$ cat src/rtl/cache_access_arbiter.sv
// cache_access_arbiter
//   Shares one cacheSystem port between two requesters and provides a
//   two-cycle flush sequence. Both requesters are granted round-robin. Each
//   access is timed in BUSY cycles and is aborted if it runs too long.
//   Every output comes straight from a register.
//
// Ports
//   clock, reset                  : sole clock, synchronous active-high reset
//   req0/req1, addr0/addr1        : level requests and their (stable) addresses
//   flush_req                     : request a cacheSystem flush (beats reqN)
//   done0/done1                   : one-cycle completion pulse per requester
//   rdata, latency, timeout_err   : result of the last completed access (held)
//   flush_done                    : one-cycle pulse when a flush finishes
//   cache_reset/enable/addr       : drive the cacheSystem
//   cache_requestComplete/dataOut : cacheSystem response
module cache_access_arbiter #(
    parameter int ADDR_W  = 15,
    parameter int DATA_W  = 32,
    parameter int LAT_W   = 14,
    parameter int TIMEOUT = 10000
) (
    input  logic              clock,
    input  logic              reset,
    input  logic              req0,
    input  logic              req1,
    input  logic [ADDR_W-1:0] addr0,
    input  logic [ADDR_W-1:0] addr1,
    input  logic              flush_req,
    output logic              done0,
    output logic              done1,
    output logic [DATA_W-1:0] rdata,
    output logic [LAT_W-1:0]  latency,
    output logic              timeout_err,
    output logic              flush_done,
    output logic              cache_reset,
    output logic              cache_enable,
    output logic [ADDR_W-1:0] cache_addr,
    input  logic              cache_requestComplete,
    input  logic [DATA_W-1:0] cache_dataOut
);

    localparam logic [LAT_W-1:0] LP_TIMEOUT = LAT_W'(TIMEOUT);

    typedef enum logic [2:0] {
        S_IDLE,
        S_FLUSH_HI,
        S_FLUSH_LO,
        S_BUSY,
        S_RELEASE
    } state_t;

    // Latency counter increment that never climbs past the abort limit.
    function automatic logic [LAT_W-1:0] sat_inc(input logic [LAT_W-1:0] v);
        if (v >= LP_TIMEOUT) begin
            return LP_TIMEOUT;
        end
        return v + LAT_W'(1);
    endfunction

    state_t              r_state;
    logic [LAT_W-1:0]    r_cnt;
    logic                r_gnt;      // requester owning the current access
    logic                r_prio;     // requester that wins the next tie
    logic                r_cache_enable;
    logic                r_cache_reset;
    logic [ADDR_W-1:0]   r_cache_addr;
    logic [DATA_W-1:0]   r_rdata;
    logic [LAT_W-1:0]    r_latency;
    logic                r_timeout_err;
    logic                r_done0;
    logic                r_done1;
    logic                r_flush_done;

    state_t              w_state_nxt;
    logic [LAT_W-1:0]    w_cnt_nxt;
    logic [LAT_W-1:0]    w_cnt_inc;
    logic                w_gnt_nxt;
    logic                w_prio_nxt;
    logic                w_pick;
    logic                w_enable_nxt;
    logic                w_creset_nxt;
    logic [ADDR_W-1:0]   w_addr_nxt;
    logic [DATA_W-1:0]   w_rdata_nxt;
    logic [LAT_W-1:0]    w_lat_nxt;
    logic                w_terr_nxt;
    logic                w_done0_nxt;
    logic                w_done1_nxt;
    logic                w_fdone_nxt;

    always_comb begin
        w_state_nxt  = r_state;
        w_cnt_nxt    = r_cnt;
        w_gnt_nxt    = r_gnt;
        w_prio_nxt   = r_prio;
        w_enable_nxt = r_cache_enable;
        w_creset_nxt = 1'b0;
        w_addr_nxt   = r_cache_addr;
        w_rdata_nxt  = r_rdata;
        w_lat_nxt    = r_latency;
        w_terr_nxt   = r_timeout_err;
        w_done0_nxt  = 1'b0;
        w_done1_nxt  = 1'b0;
        w_fdone_nxt  = 1'b0;
        w_cnt_inc    = sat_inc(r_cnt);
        // Tie goes to the priority pointer; a lone request wins outright.
        w_pick       = (req0 && req1) ? r_prio : req1;

        unique case (r_state)
            S_IDLE: begin
                if (flush_req) begin
                    w_state_nxt  = S_FLUSH_HI;
                    w_creset_nxt = 1'b1;
                end else if (req0 || req1) begin
                    w_state_nxt  = S_BUSY;
                    w_gnt_nxt    = w_pick;
                    w_prio_nxt   = ~w_pick;
                    w_addr_nxt   = w_pick ? addr1 : addr0;
                    w_enable_nxt = 1'b1;
                    w_cnt_nxt    = '0;
                end
            end
            S_FLUSH_HI: begin
                w_state_nxt = S_FLUSH_LO;
            end
            S_FLUSH_LO: begin
                w_state_nxt = S_IDLE;
                w_fdone_nxt = 1'b1;
            end
            S_BUSY: begin
                if (cache_requestComplete) begin
                    w_state_nxt  = S_RELEASE;
                    w_enable_nxt = 1'b0;
                    w_rdata_nxt  = cache_dataOut;
                    w_lat_nxt    = r_cnt;
                    w_terr_nxt   = 1'b0;
                    w_done0_nxt  = ~r_gnt;
                    w_done1_nxt  = r_gnt;
                end else if (w_cnt_inc == LP_TIMEOUT) begin
                    // This incomplete cycle is the TIMEOUT-th one: abort.
                    w_state_nxt  = S_RELEASE;
                    w_cnt_nxt    = w_cnt_inc;
                    w_enable_nxt = 1'b0;
                    w_rdata_nxt  = '0;
                    w_lat_nxt    = LP_TIMEOUT;
                    w_terr_nxt   = 1'b1;
                    w_done0_nxt  = ~r_gnt;
                    w_done1_nxt  = r_gnt;
                end else begin
                    w_cnt_nxt = w_cnt_inc;
                end
            end
            S_RELEASE: begin
                w_state_nxt  = S_IDLE;
                w_enable_nxt = 1'b0;
            end
            default: begin
                w_state_nxt  = S_IDLE;
                w_enable_nxt = 1'b0;
            end
        endcase
    end

    // Registered state and outputs
    always_ff @(posedge clock) begin
        if (reset) begin
            r_state        <= S_IDLE;
            r_cnt          <= '0;
            r_gnt          <= 1'b0;
            r_prio         <= 1'b0;
            r_cache_enable <= 1'b0;
            r_cache_reset  <= 1'b1;
            r_cache_addr   <= '0;
            r_rdata        <= '0;
            r_latency      <= '0;
            r_timeout_err  <= 1'b0;
            r_done0        <= 1'b0;
            r_done1        <= 1'b0;
            r_flush_done   <= 1'b0;
        end else begin
            r_state        <= w_state_nxt;
            r_cnt          <= w_cnt_nxt;
            r_gnt          <= w_gnt_nxt;
            r_prio         <= w_prio_nxt;
            r_cache_enable <= w_enable_nxt;
            r_cache_reset  <= w_creset_nxt;
            r_cache_addr   <= w_addr_nxt;
            r_rdata        <= w_rdata_nxt;
            r_latency      <= w_lat_nxt;
            r_timeout_err  <= w_terr_nxt;
            r_done0        <= w_done0_nxt;
            r_done1        <= w_done1_nxt;
            r_flush_done   <= w_fdone_nxt;
        end
    end

    assign done0        = r_done0;
    assign done1        = r_done1;
    assign rdata        = r_rdata;
    assign latency      = r_latency;
    assign timeout_err  = r_timeout_err;
    assign flush_done   = r_flush_done;
    assign cache_reset  = r_cache_reset;
    assign cache_enable = r_cache_enable;
    assign cache_addr   = r_cache_addr;

endmodule

$ cat config.mk
export PLATFORM = sky130hd
export DESIGN_NAME = cache_access_arbiter
export DESIGN_NICKNAME = d
export VERILOG_FILES = /design/src/rtl/cache_access_arbiter.sv
export SDC_FILE = /design/constraint.sdc
export NUM_CORES = 1
export LEC_CHECK = 0
export ABC_AREA = 1
export CELL_PAD_IN_SITES_DETAIL_PLACEMENT = 2
export CELL_PAD_IN_SITES_GLOBAL_PLACEMENT = 2
export CORE_UTILIZATION = 26
export CTS_CLUSTER_DIAMETER = 120
export DETAILED_ROUTE_END_ITERATION = 12
export PLACE_DENSITY = 0.95
export SETUP_SLACK_MARGIN = 0.15
export SKIP_LAST_GASP = 1
export SLEW_MARGIN = 20
export SYNTH_ARGS = -nofsm -noshare
export SYNTH_HDL_FRONTEND = slang
export SYNTH_SLANG_ARGS = --single-unit
$ cat constraint.sdc
create_clock -name clock -period 3.3 [get_ports clock]
set_input_delay 0.66 -clock clock [delete_from_list [all_inputs] [get_ports clock]]
set_output_delay 0.66 -clock clock [all_outputs]
set_load 0.05 [all_outputs]
After elaboration in Yosys (flattened, before gate mapping)
Index checks and enable logic that the tools add are counted.
{"block": "word_totals", "regBits": 86, "word_cells": 73}
{"block": "classes", "add_sub_neg": 1, "n_lt_le_gt_ge": 1, "n_eq_ne": 9, "mux": 32, "n_bitwise": 5, "n_reduce_logical": 12}
{"cell": "14-bit two-way mux", "count": 7}
{"cell": "32-bit two-way mux", "count": 2}
{"cell": "14-bit case mux with 2 select lines", "count": 1}
{"cell": "1-bit two-way mux", "count": 15}
{"cell": "15-bit two-way mux", "count": 1}
{"cell": "14-bit by 1-bit adder with 14-bit output (second input constant)", "count": 1}
{"cell": "14-bit == test (second input constant)", "count": 1}
{"cell": "14-bit greater-or-equal comparator (second input constant)", "count": 1}
{"cell": "3-bit two-way mux", "count": 4}
{"cell": "3-bit case mux with 3 select lines", "count": 1}
{"cell": "4-bit AND reduction", "count": 2}
{"cell": "3-bit by 2-bit == test with 1-bit output (second input constant)", "count": 2}
{"cell": "2-bit inequality test (second input constant)", "count": 3}
{"cell": "3-bit inequality test (second input constant)", "count": 2}
{"cell": "1-bit inverter", "count": 5}
{"cell": "2-bit AND reduction", "count": 2}
{"cell": "2-bit nonzero test", "count": 2}
{"cell": "2-bit OR reduction", "count": 2}
{"cell": "3-bit by 1-bit == test with 1-bit output (second input constant)", "count": 1}
{"cell": "3-bit zero test", "count": 1}
{"cell": "1-bit case mux with 3 select lines", "count": 1}
{"cell": "3-bit AND reduction", "count": 1}
{"cell": "1-bit logical AND", "count": 1}
{"cell": "1-bit logical OR", "count": 1}

Logic depth before layout (Yosys ltp)
Gate-level depths: netlist (run 1).
{"block": "logic_depth", "ltp_word": 7, "mapped_depth": 16, "depth_no_buf": 16}

Worst setup path before layout (run 1)
Ideal clock, no wire load.
{"block": "synth_timing", "kind": "reg-to-reg", "from": "register r_cnt[1]", "to": "register r_latency[2] (netlist: latency[2])", "setup_time_ps": 132, "t_arrival_ps": 1720, "t_required_ps": 3168, "slack_ps": 1448, "stages_incl_launch_ff": 16, "path_buffers": 1, "period_less_slack_ps": 1852, "path_cell_list": "dfxtp_1 -> ha_1 -> nand2_1 -> nor2_2 -> nand3_1 -> nand2_1 -> inv_1 -> nand2_1 -> nand2_1 -> inv_1 -> nand2_1 -> nor2_2 -> nand3_4 -> buf_6 -> nand3_1 -> a21oi_1"}
{"block": "synth_via", "elab_chain_len": 6, "elab_cells_between_ends": 7, "cone_classes": "1 x add/sub; 1 x order compare; 1 x eq/ne; 2 x mux; 2 x reduce/logical"}
{"element": "from (decl)", "line_no": "61", "text": "logic [LAT_W-1:0] r_cnt;"}
{"element": "from (signal assigned)", "line_no": "181", "text": "r_cnt <= w_cnt_nxt;"}
{"element": "14-bit greater-or-equal comparator", "line_no": "54", "text": "if (v >= LP_TIMEOUT) begin"}
{"element": "1-bit two-way mux", "line_no": "54"}
{"element": "14-bit two-way mux (*)", "line_no": "57", "text": "return v + LAT_W'(1);"}
{"element": "14-bit == test (*)", "line_no": "138", "text": "end else if (w_cnt_inc == LP_TIMEOUT) begin"}
{"element": "2-bit nonzero test (no source line) (*)"}
{"element": "2-bit AND reduction (no source line) (*)"}
{"element": "to (signal assigned)", "line_no": "188", "text": "r_latency <= w_lat_nxt;"}
{"element": "to (decl)", "line_no": "68", "text": "logic [LAT_W-1:0] r_latency;"}
Every way passes the cells marked *; elsewhere a longest branch is shown, timed or not.
A chain may end at the register's enable or synchronous reset.

Worst setup path after layout (run 1)
{"block": "layout_timing", "from": "register r_cnt[3]", "to": "register r_rdata[1] (netlist: rdata[1])"}
{"block": "layout_via", "elab_chain_len": 6, "elab_cells_between_ends": 7, "cone_classes": "1 x add/sub; 1 x order compare; 1 x eq/ne; 2 x mux; 2 x reduce/logical"}
{"element": "14-bit greater-or-equal comparator", "line_no": "54"}
{"element": "1-bit two-way mux", "line_no": "54"}
{"element": "14-bit two-way mux (*)", "line_no": "57"}
{"element": "14-bit == test (*)", "line_no": "138"}
{"element": "2-bit nonzero test (no source line) (*)"}
{"element": "2-bit AND reduction (no source line) (*)"}
{"element": "to (signal assigned)", "line_no": "187", "text": "r_rdata <= w_rdata_nxt;"}
{"element": "to (decl)", "line_no": "67", "text": "logic [DATA_W-1:0] r_rdata;"}
Marked as above.

==> results of run 1 <==
-- through the flow --
step	instances	total power, µW	hold slack, ns	util, %
final	814	2590	0.460	39.4
after global routing	814	2690	0.480	39.4
after CTS	814	2620	0.473	39.4
after detailed placement	799	1600	0.465	37.4
after global placement	799	1580	0.397	37.4
after floorplan	507	1390	0.391	-
-- how the worst max path moves through the flow --
stage	start	to	slack, ns	cells past startpoint
after floorplan	r_cnt[1]	latency[2]	1.45	15
after CTS	r_cnt[3]	done0	0.65	10
after detailed placement	r_cnt[1]	done1	0.70	15
after global placement	r_cnt[1]	done1	0.89	15
final	r_cnt[3]	rdata[1]	0.66	9
after global routing	r_cnt[1]	done0	0.42	15
-- registers in the layout, summed over array words and instances (netlist names) --
name	cells
rdata	32
cache_addr	15
latency	14
r_cnt	14
r_state	3
cache_enable	1
cache_reset	1
done0	1
done1	1
flush_done	1
r_gnt	1
r_prio	1
timeout_err	1
-- logic make-up (layout without fill, tap and decap cells) --
logic type	count (synthesis)	after routing	synth area share (%)
simple gates	232	232	29.0
compound gates	111	111	16.2
flops	86	86	45.0
buf+inv	75	202	8.90
fa+ha+maj	2	2	0.654
xor+xnor	1	1	0.229
-- metal layers --
layer	GRT usage [%]	wire (µm)
met5	0	0
met4	6.25	233
met3	7.15	983
met2	36.3	7580
met1	21.2	5860
-- layout make-up --
class	instances	area [µm²]	area share, %
tap	180	225	4.05
sequential	86	1720	31.0
inverter	47	176	3.17
multi-input combinational	346	1770	31.8
clock inverter	1	30.0	0.540
timing repair buffer	140	1380	24.9
clock buffer	14	254	4.57
-- layout by cell type, fill, tap and decap left out, types with 3 or more instances in the layout --
cell,netlist,final
a22oi_1,15,15
clkdlybuf4s50_1,0,133
inv_1,45,45
nor2_2,3,3
nand4_1,8,8
dfxtp_1,86,86
clkbuf_16,0,9
nor2_4,2,3
o21ai_0,11,11
nand2_2,4,4
clkbuf_1,15,4
nor2_1,29,28
buf_4,1,6
a21oi_1,77,77
nand2_1,119,119
nand3_1,48,48
nand3_2,13,13
-- critical path, cell delays in order, from the launching register on --
cell     delay, ns
dfxtp_1       0.46
nand2_2       0.13
nor2_4        0.29
nand3_1       0.17
o21ai_1       0.23
nand2_1       0.14
nor2_2        0.16
nand3_4       0.50
nand3_1       0.27
a21oi_1       0.11
-- Yosys cell counts --
cell	n	area share (%)
a31oi_1	1	0.16
nand2_4	2	0.59
nor3_1	2	0.26
a21oi_2	1	0.23
o21bai_1	1	0.20
ha_1	2	0.65
nand2_2	4	0.65
buf_4	1	0.20
nor2_2	3	0.49
xor2_1	1	0.23
a211oi_1	2	0.39
buf_12	1	0.52
o21ai_0	11	1.4
nor3_4	1	0.43
clkinv_1	1	0.098
nand3_4	1	0.46
a21oi_1	77	10
buf_2	7	0.92
nand3_1	48	6.3
o21ai_1	1	0.13
buf_6	4	1.2
o211ai_1	1	0.20
a21oi_4	1	0.43
dfxtp_1	86	45
a22oi_1	15	2.9
clkbuf_1	15	1.5
nand3_2	13	3.4
nor2_1	29	2.8
nor2_4	2	0.59
nand2_1	119	12
inv_1	45	4.4
nand4_1	8	1.3
inv_2	1	0.098
-- power groups by stage --
stage / clock, µW / sequential, µW / combinational (µW)
finish: 1010 / 1110 / 470
detailed placement: 0 / 1130 / 470
global placement: 0 / 1130 / 450
floorplan: 0 / 1240 / 144
CTS: 1040 / 1110 / 476
global route: 1080 / 1110 / 500
==> out/qor.yml, run 1 <==
ir_drop_uv: 240
p_per_area_nw_per_um2: 465
rsz0062_at_grt: "false"
fillCellCount: 1629
max_freq_ghz: 0.379
antenna_found_initial: 0
clock_path_buffers: 2
cts_made_buffers: 9
htreeDepth: 3
die_h_um: 123
fin_worst_skew_ns: 0.00951
synth_area_per_cell_um2: 7.54
grt_pass1_wl_um: 23200
clock-sinks: 86
diodes: 0
r2r_slack_ns: 0.66
place_congestion: 0.776
start_util_pct: 27.1
synth_cell_types: 33
status: "complete, no violations"
place_ws_ns: 0.703
synth_nets: 577
p_int_uw: 1860
clkPwrFrac_pct: 39.0
dr.first_iter.drc_count: 140
worst_pin_slew_ns: 0.653
period_share_pct: 79.9
tns_ns: 0
routed_wl_um: 14700
finalInstanceArea_um2: 5560
cts_tree: "done"
switchingPower_uw: 723
holdPathEnd: "done0"
worstPathMaxFanout: 43
period_minus_slack_ns: 2.64
ys_seq_elements: 86
place_area_um2: 5270
gr-usage-all-layers_pct: 19.9
whs_path_depth: 1
synthCells: 507
io_pins: 135
clk_latency_ns: 0.35
drive_gt1_share_pct: 7.57
cp-start-kind: "register"
wl_per_cell_um: 18.0
crit-reg2reg-launch: "r_cnt[3]"
seqPwrFrac_pct: 42.8
setup_slack_ns: 0.663
critPathKind: "register to register"
setup_violations: 0
area_growth_pct: 45.4
vias: 4022
synth_seq_area_share_pct: 45.0
slew_headroom_pct: 56.4
num_rows: 43
leakage_uw: 0.00197
cts_resized: 0
place_hpwl_um: 10600
r2r-end: "rdata[1]"
hold_start: "r_gnt"
critPathRequiredTime_ns: 3.51
die_width_um: 123
antenna_left: 0
cts-root-buf: "clkbuf_16"
io_buffers: 134
core_area_um2: 14100
combPwrFrac_pct: 18.2
syn_area_um2: 3820
vias_per_cell: 4.94
die_area_um2: 15200
drv_slew: 0
dr.pass1.iters: 4
hold_viol_final: 0
arrival_ns: 2.85
drv_cap: 0
swShare_pct: 28.0
post_cts_buffers: 0
reg2reg_depth: 9
clkSlewWorstSetupHoldPaths_ns: 0.06
grt_max_degree: 47
grt_overflow: 0
min_path_type: "register to register"
grt_pass1_vias: 4502
num-nets-final: 700
yosysWarnings: 0
cts_hold_buf: 0
end_kind: "register"
drc: 0
(Power assumes the default switching activity.)
==> inputs of run 2 (changes only) <==
--- a/config.mk
+++ b/config.mk
@@ -8,10 +8,10 @@
 export ABC_AREA = 1
 export CELL_PAD_IN_SITES_DETAIL_PLACEMENT = 2
 export CELL_PAD_IN_SITES_GLOBAL_PLACEMENT = 2
-export CORE_UTILIZATION = 26
+export CORE_UTILIZATION = 24
 export CTS_CLUSTER_DIAMETER = 120
 export DETAILED_ROUTE_END_ITERATION = 12
-export PLACE_DENSITY = 0.95
+export PLACE_DENSITY = 0.9
 export SETUP_SLACK_MARGIN = 0.15
 export SKIP_LAST_GASP = 1
 export SLEW_MARGIN = 20
==> constraint.sdc (replaced) <==
create_clock -name clock -period 2.6 [get_ports clock]
set_input_delay 0.52 -clock clock [delete_from_list [all_inputs] [get_ports clock]]
set_output_delay 0.52 -clock clock [all_outputs]
set_load 0.05 [all_outputs]
==> out/qor.yml, run 2 (synthesis results as in run 1) <==
status: "complete, no violations"
place_congestion: 0.773
critPathRequiredTime_ns: 2.83
clk_latency_ns: 0.35
end_kind: "register"
layout_commonest_cell: "clkdlybuf4s50_1"
dr.pass1.iters: 4
slew_headroom_pct: 63.2
area_growth_pct: 48.1
antenna_left: 0
place_area_um2: 5350
critPathSlowestCell: "dfxtp_1"
critPathKind: "register to register"
dr.first_iter.drc_count: 110
antenna_found_initial: 1
grt_max_degree: 61
cp-start-kind: "register"
core_area_um2: 15400
die_area_um2: 16400
num_rows: 45
drive_gt1_share_pct: 8.46
die_width_um: 128
io_pins: 135
cts_tree: "done"
largest_register_ffs: 32
arrival_ns: 2.43
io_buffers: 134
setup_violations: 0
num-nets-final: 703
die_h_um: 128
period_share_pct: 84.7
place_hpwl_um: 10300
drv_slew: 0
gr-usage-all-layers_pct: 17.7
htreeDepth: 3
crit_path_cell_trace: "ha_1, nand2_1, nor2_2, nand3_1, nand2_1, inv_1, nand2_1, nand2_1, inv_1, nand2_1, nor2_2, nand3_4, buf_12, nand3_1, a21oi_1"
p_per_area_nw_per_um2: 576
clock_path_buffers: 2
start_util_pct: 24.9
crit_top_cell: "nand2_1"
grt_overflow: 0
rsz0062_at_grt: "false"
utilization_pct: 36.8
clkSlewWorstSetupHoldPaths_ns: 0.06
hold_viol_final: 0
grt_pass1_wl_um: 22700
clock-sinks: 86
fin_worst_skew_ns: 0.00856
cts_made_buffers: 9
min_path_type: "register to register"
grt_pass1_vias: 4526
period_minus_slack_ns: 2.20
wl_per_cell_um: 16.4
max_freq_ghz: 0.454
finalInstanceArea_um2: 5660
cts-root-buf: "clkbuf_16"
routed_wl_um: 13900
cts_hold_buf: 0
final_cell_mix: "clkdlybuf4s50_1 (133), nand2_1 (119), dfxtp_1 (86), a21oi_1 (77), nand3_1 (48)"
diodes: 0
vias: 3929
tns_ns: 0
leakage_uw: 0.00200
worstPathMaxFanout: 30
drc: 0
worst_pin_slew_ns: 0.550
vias_per_cell: 4.63
drv_cap: 0
cp_slowest_stage_delay_ns: 0.43
ir_drop_uv: 441
[run 2: cell types whose count changed in the layout (fill, tap and decap cells not counted)]
cell | before | now
o21ai_0 | 11 | 10
clkinvlp_4 | 0 | 2
clkbuf_8 | 1 | 3
clkbuf_1 | 4 | 2
buf_12 | 0 | 3
bufinv_16 | 1 | 0
o21ai_1 | 1 | 2
[run 2: final timing paths]
check                                end  depth (start not counted)  slack, ns      from
worst max-delay path            rdata[6]                         15       0.40  r_cnt[1]
worst min-delay path               done0                          1       0.44     r_gnt
worst max register to register  rdata[6]                         15       0.40  r_cnt[1]
worst min register to register     done0                          1       0.44     r_gnt
[run 2: repair_timing]
item                       in CTS  in global routing
setup endpoints to repair       0                 31
buffers inserted                0                  1
resized for setup               0                  1
[run 2: stage by stage]
stage | std cells | total power (µW) | setup WS, ns | hold slack [ns]
2_1_floorplan | 507 | 1760 | 0.748 | 0.391
3_3_place_gp | 832 | 2010 | 0.364 | 0.399
3_5_place_dp | 832 | 2030 | 0.234 | 0.427
4_1_cts | 848 | 3310 | 0.243 | 0.435
5_1_grt | 849 | 3410 | 0.157 | 0.458
6_report | 849 | 3260 | 0.398 | 0.438
[run 2: area by class of cell]
cell class	count	area (µm²)
fill	1737	9710
clock inverter	2	15.0
multi-input combinational	346	1770
timing repair buffer	143	1440
clock buffer	14	274
sequential	86	1720
inverter	47	176
tap	211	264
[run 2: per-layer routing]
layer  up-vias  global-route usage, %  wire length, µm  share of wire (%)
li1       1923                      -                -                  -
met1      1880                   19.0             5680                 41
met2       108                   32.8             7140                 51
met3        16                   5.59              882                6.3
met4         2                   5.95              187                1.3
met5         -                      0               13              0.094
[run 2: critical path, delay by kind of cell, from the launching register on]
kind                     cells  cell delay (ns)
buffers and inverters        3             0.31
adder cells (fa/ha/maj)      1             0.24
AO/OA/AOI/OAI                1             0.07
flip-flops                   1             0.43
AND/OR/NAND/NOR             10             1.03
[run 2: power breakdown]
part           total (µW)  internal, µW  leakage [µW]  switching (µW)
logic                 596           230       0.00117             366
registers            1400          1370      0.000697            32.2
clock network        1260           727      0.000135             532
==> inputs of run 3 (changes only) <==
--- a/config.mk
+++ b/config.mk
@@ -8,10 +8,10 @@
 export ABC_AREA = 1
 export CELL_PAD_IN_SITES_DETAIL_PLACEMENT = 2
 export CELL_PAD_IN_SITES_GLOBAL_PLACEMENT = 2
-export CORE_UTILIZATION = 24
+export CORE_UTILIZATION = 22
 export CTS_CLUSTER_DIAMETER = 120
 export DETAILED_ROUTE_END_ITERATION = 12
-export PLACE_DENSITY = 0.9
+export PLACE_DENSITY = 0.87
 export SETUP_SLACK_MARGIN = 0.15
 export SKIP_LAST_GASP = 1
 export SLEW_MARGIN = 20
==> constraint.sdc (replaced) <==
create_clock -name clock -period 1.95 [get_ports clock]
set_input_delay 0.39 -clock clock [delete_from_list [all_inputs] [get_ports clock]]
set_output_delay 0.39 -clock clock [all_outputs]
set_load 0.05 [all_outputs]
==> out/qor.yml, run 3 (synthesis results as in run 1) <==
cts-root-buf: "clkbuf_16"
clock_path_buffers: 2
die_h_um: 134
drv_slew: 0
end_kind: "register"
vias: 4540
violations: "negative setup slack"
die_area_um2: 17900
ir_drop_uv: 507
clock-sinks: 86
drive_gt1_share_pct: 38.5
setup_slack_ns: -0.271
area_growth_pct: 82.4
fin_worst_skew_ns: 0.0176
worst_pin_slew_ns: 0.615
finalInstanceArea_um2: 6980
hold_slack_ns: 0.434
routed_wl_um: 21700
antenna_found_initial: 0
critPathKind: "register to register"
wl_per_cell_um: 23.5
core_area_um2: 16800
cp-start-kind: "register"
htreeDepth: 3
place_hpwl_um: 11900
slew_headroom_pct: 59.0
min_path_type: "register to register"
leakage_uw: 0.00280
largest_register_ffs: 32
critPathSlowestCell: "dfxtp_4"
fillCellCount: 1835
clkSlewWorstSetupHoldPaths_ns: 0.07
num-nets-final: 767
rsz0062_at_grt: "true"
period_share_pct: 114
vias_per_cell: 4.92
total_power_uw: 4810
cts_tree: "done"
cts_made_buffers: 9
r2r_slack_ns: -0.27
arrival_ns: 2.51
setup_violations: 56
grt_max_degree: 33
final_cell_mix: "nand2_1 (100), dfxtp_1 (75), buf_4 (70), clkdlybuf4s50_1 (66), dlygate4sd2_1 (52)"
dr.pass1.iters: 4
grt_pass1_vias: 5351
worstPathMaxFanout: 8
p_per_area_nw_per_um2: 690
clk_latency_ns: 0.37
cp_slowest_stage_delay_ns: 0.38
critPathRequiredTime_ns: 2.24
grt_pass1_wl_um: 31700
utilization_pct: 41.6
io_buffers: 134
place_ws_ns: -0.206
drc: 0
io_pins: 135
critical-path-top-delay-family: "simple AND/OR/NAND/NOR gates"
layout_commonest_cell: "nand2_1"
period_minus_slack_ns: 2.22
hold_viol_final: 0
dr.first_iter.drc_count: 171
status: "finished with violations"
start_util_pct: 22.8
antenna_left: 0
diodes: 0
grt_overflow: 0
gr-usage-all-layers_pct: 23.8
die_width_um: 134
crit_path_cell_trace: "nor2_2, nand2_1, nand2_2, nand2_4, nand2_8, nand3_1, nand2_2, inv_1, nand2_4, nor2_4, nand3_4, buf_12, buf_12, nand3_2, a21oi_2"
max_freq_ghz: 0.450
worst-path-buf-inv: 3
place_congestion: 0.786
num_rows: 47
drv_cap: 0
place_area_um2: 5600
## run 3: metrics by stage
stage               TNS, ns  std cells
finish               -10.93        922
global route         -15.23        922
CTS                   -2.53        915
detailed placement    -8.02        870
global placement     -0.515        870
floorplan                 0        507
## run 3: what timing repair did
action,CTS,global route
resized for setup,170,72
endpoints found under the hold margin,0,0
gates cloned,6,0
setup buffers,23,7
endpoints found under the setup margin,107,84
pin swaps,34,29
hold buffers,0,0
## run 3: final timing paths
check	from	to	cells past startpoint
max	r_cnt[4]	rdata[8]	15
min	r_gnt	done0	1
max reg2reg	r_cnt[4]	rdata[8]	15
min reg2reg	r_gnt	done0	1
## run 3: cell type report
type	instances	area [µm²]	area share, %
Clock buffer	11	253	3.62
Timing Repair Buffer	205	1940	27.9
Clock inverter	5	81.3	1.17
Sequential cell	86	1750	25.1
Inverter	47	179	2.57
Tap cell	220	275	3.95
Multi-Input combinational cell	348	2490	35.7
## run 3: report_power, final
group          internal (µW)  switching, µW
registers               1820           53.1
clock network           1190            824
logic                    329            591
total                   3340           1470
## run 3: layer usage
layer | vias to the layer above | global-route usage, % | share of wire (%)
met1 | 2256 | 23.8 | 37
li1 | 2060 | - | -
met5 | - | 0 | 0
met3 | 54 | 7.60 | 5.4
met2 | 170 | 44.2 | 54
met4 | 0 | 11.8 | 4.3
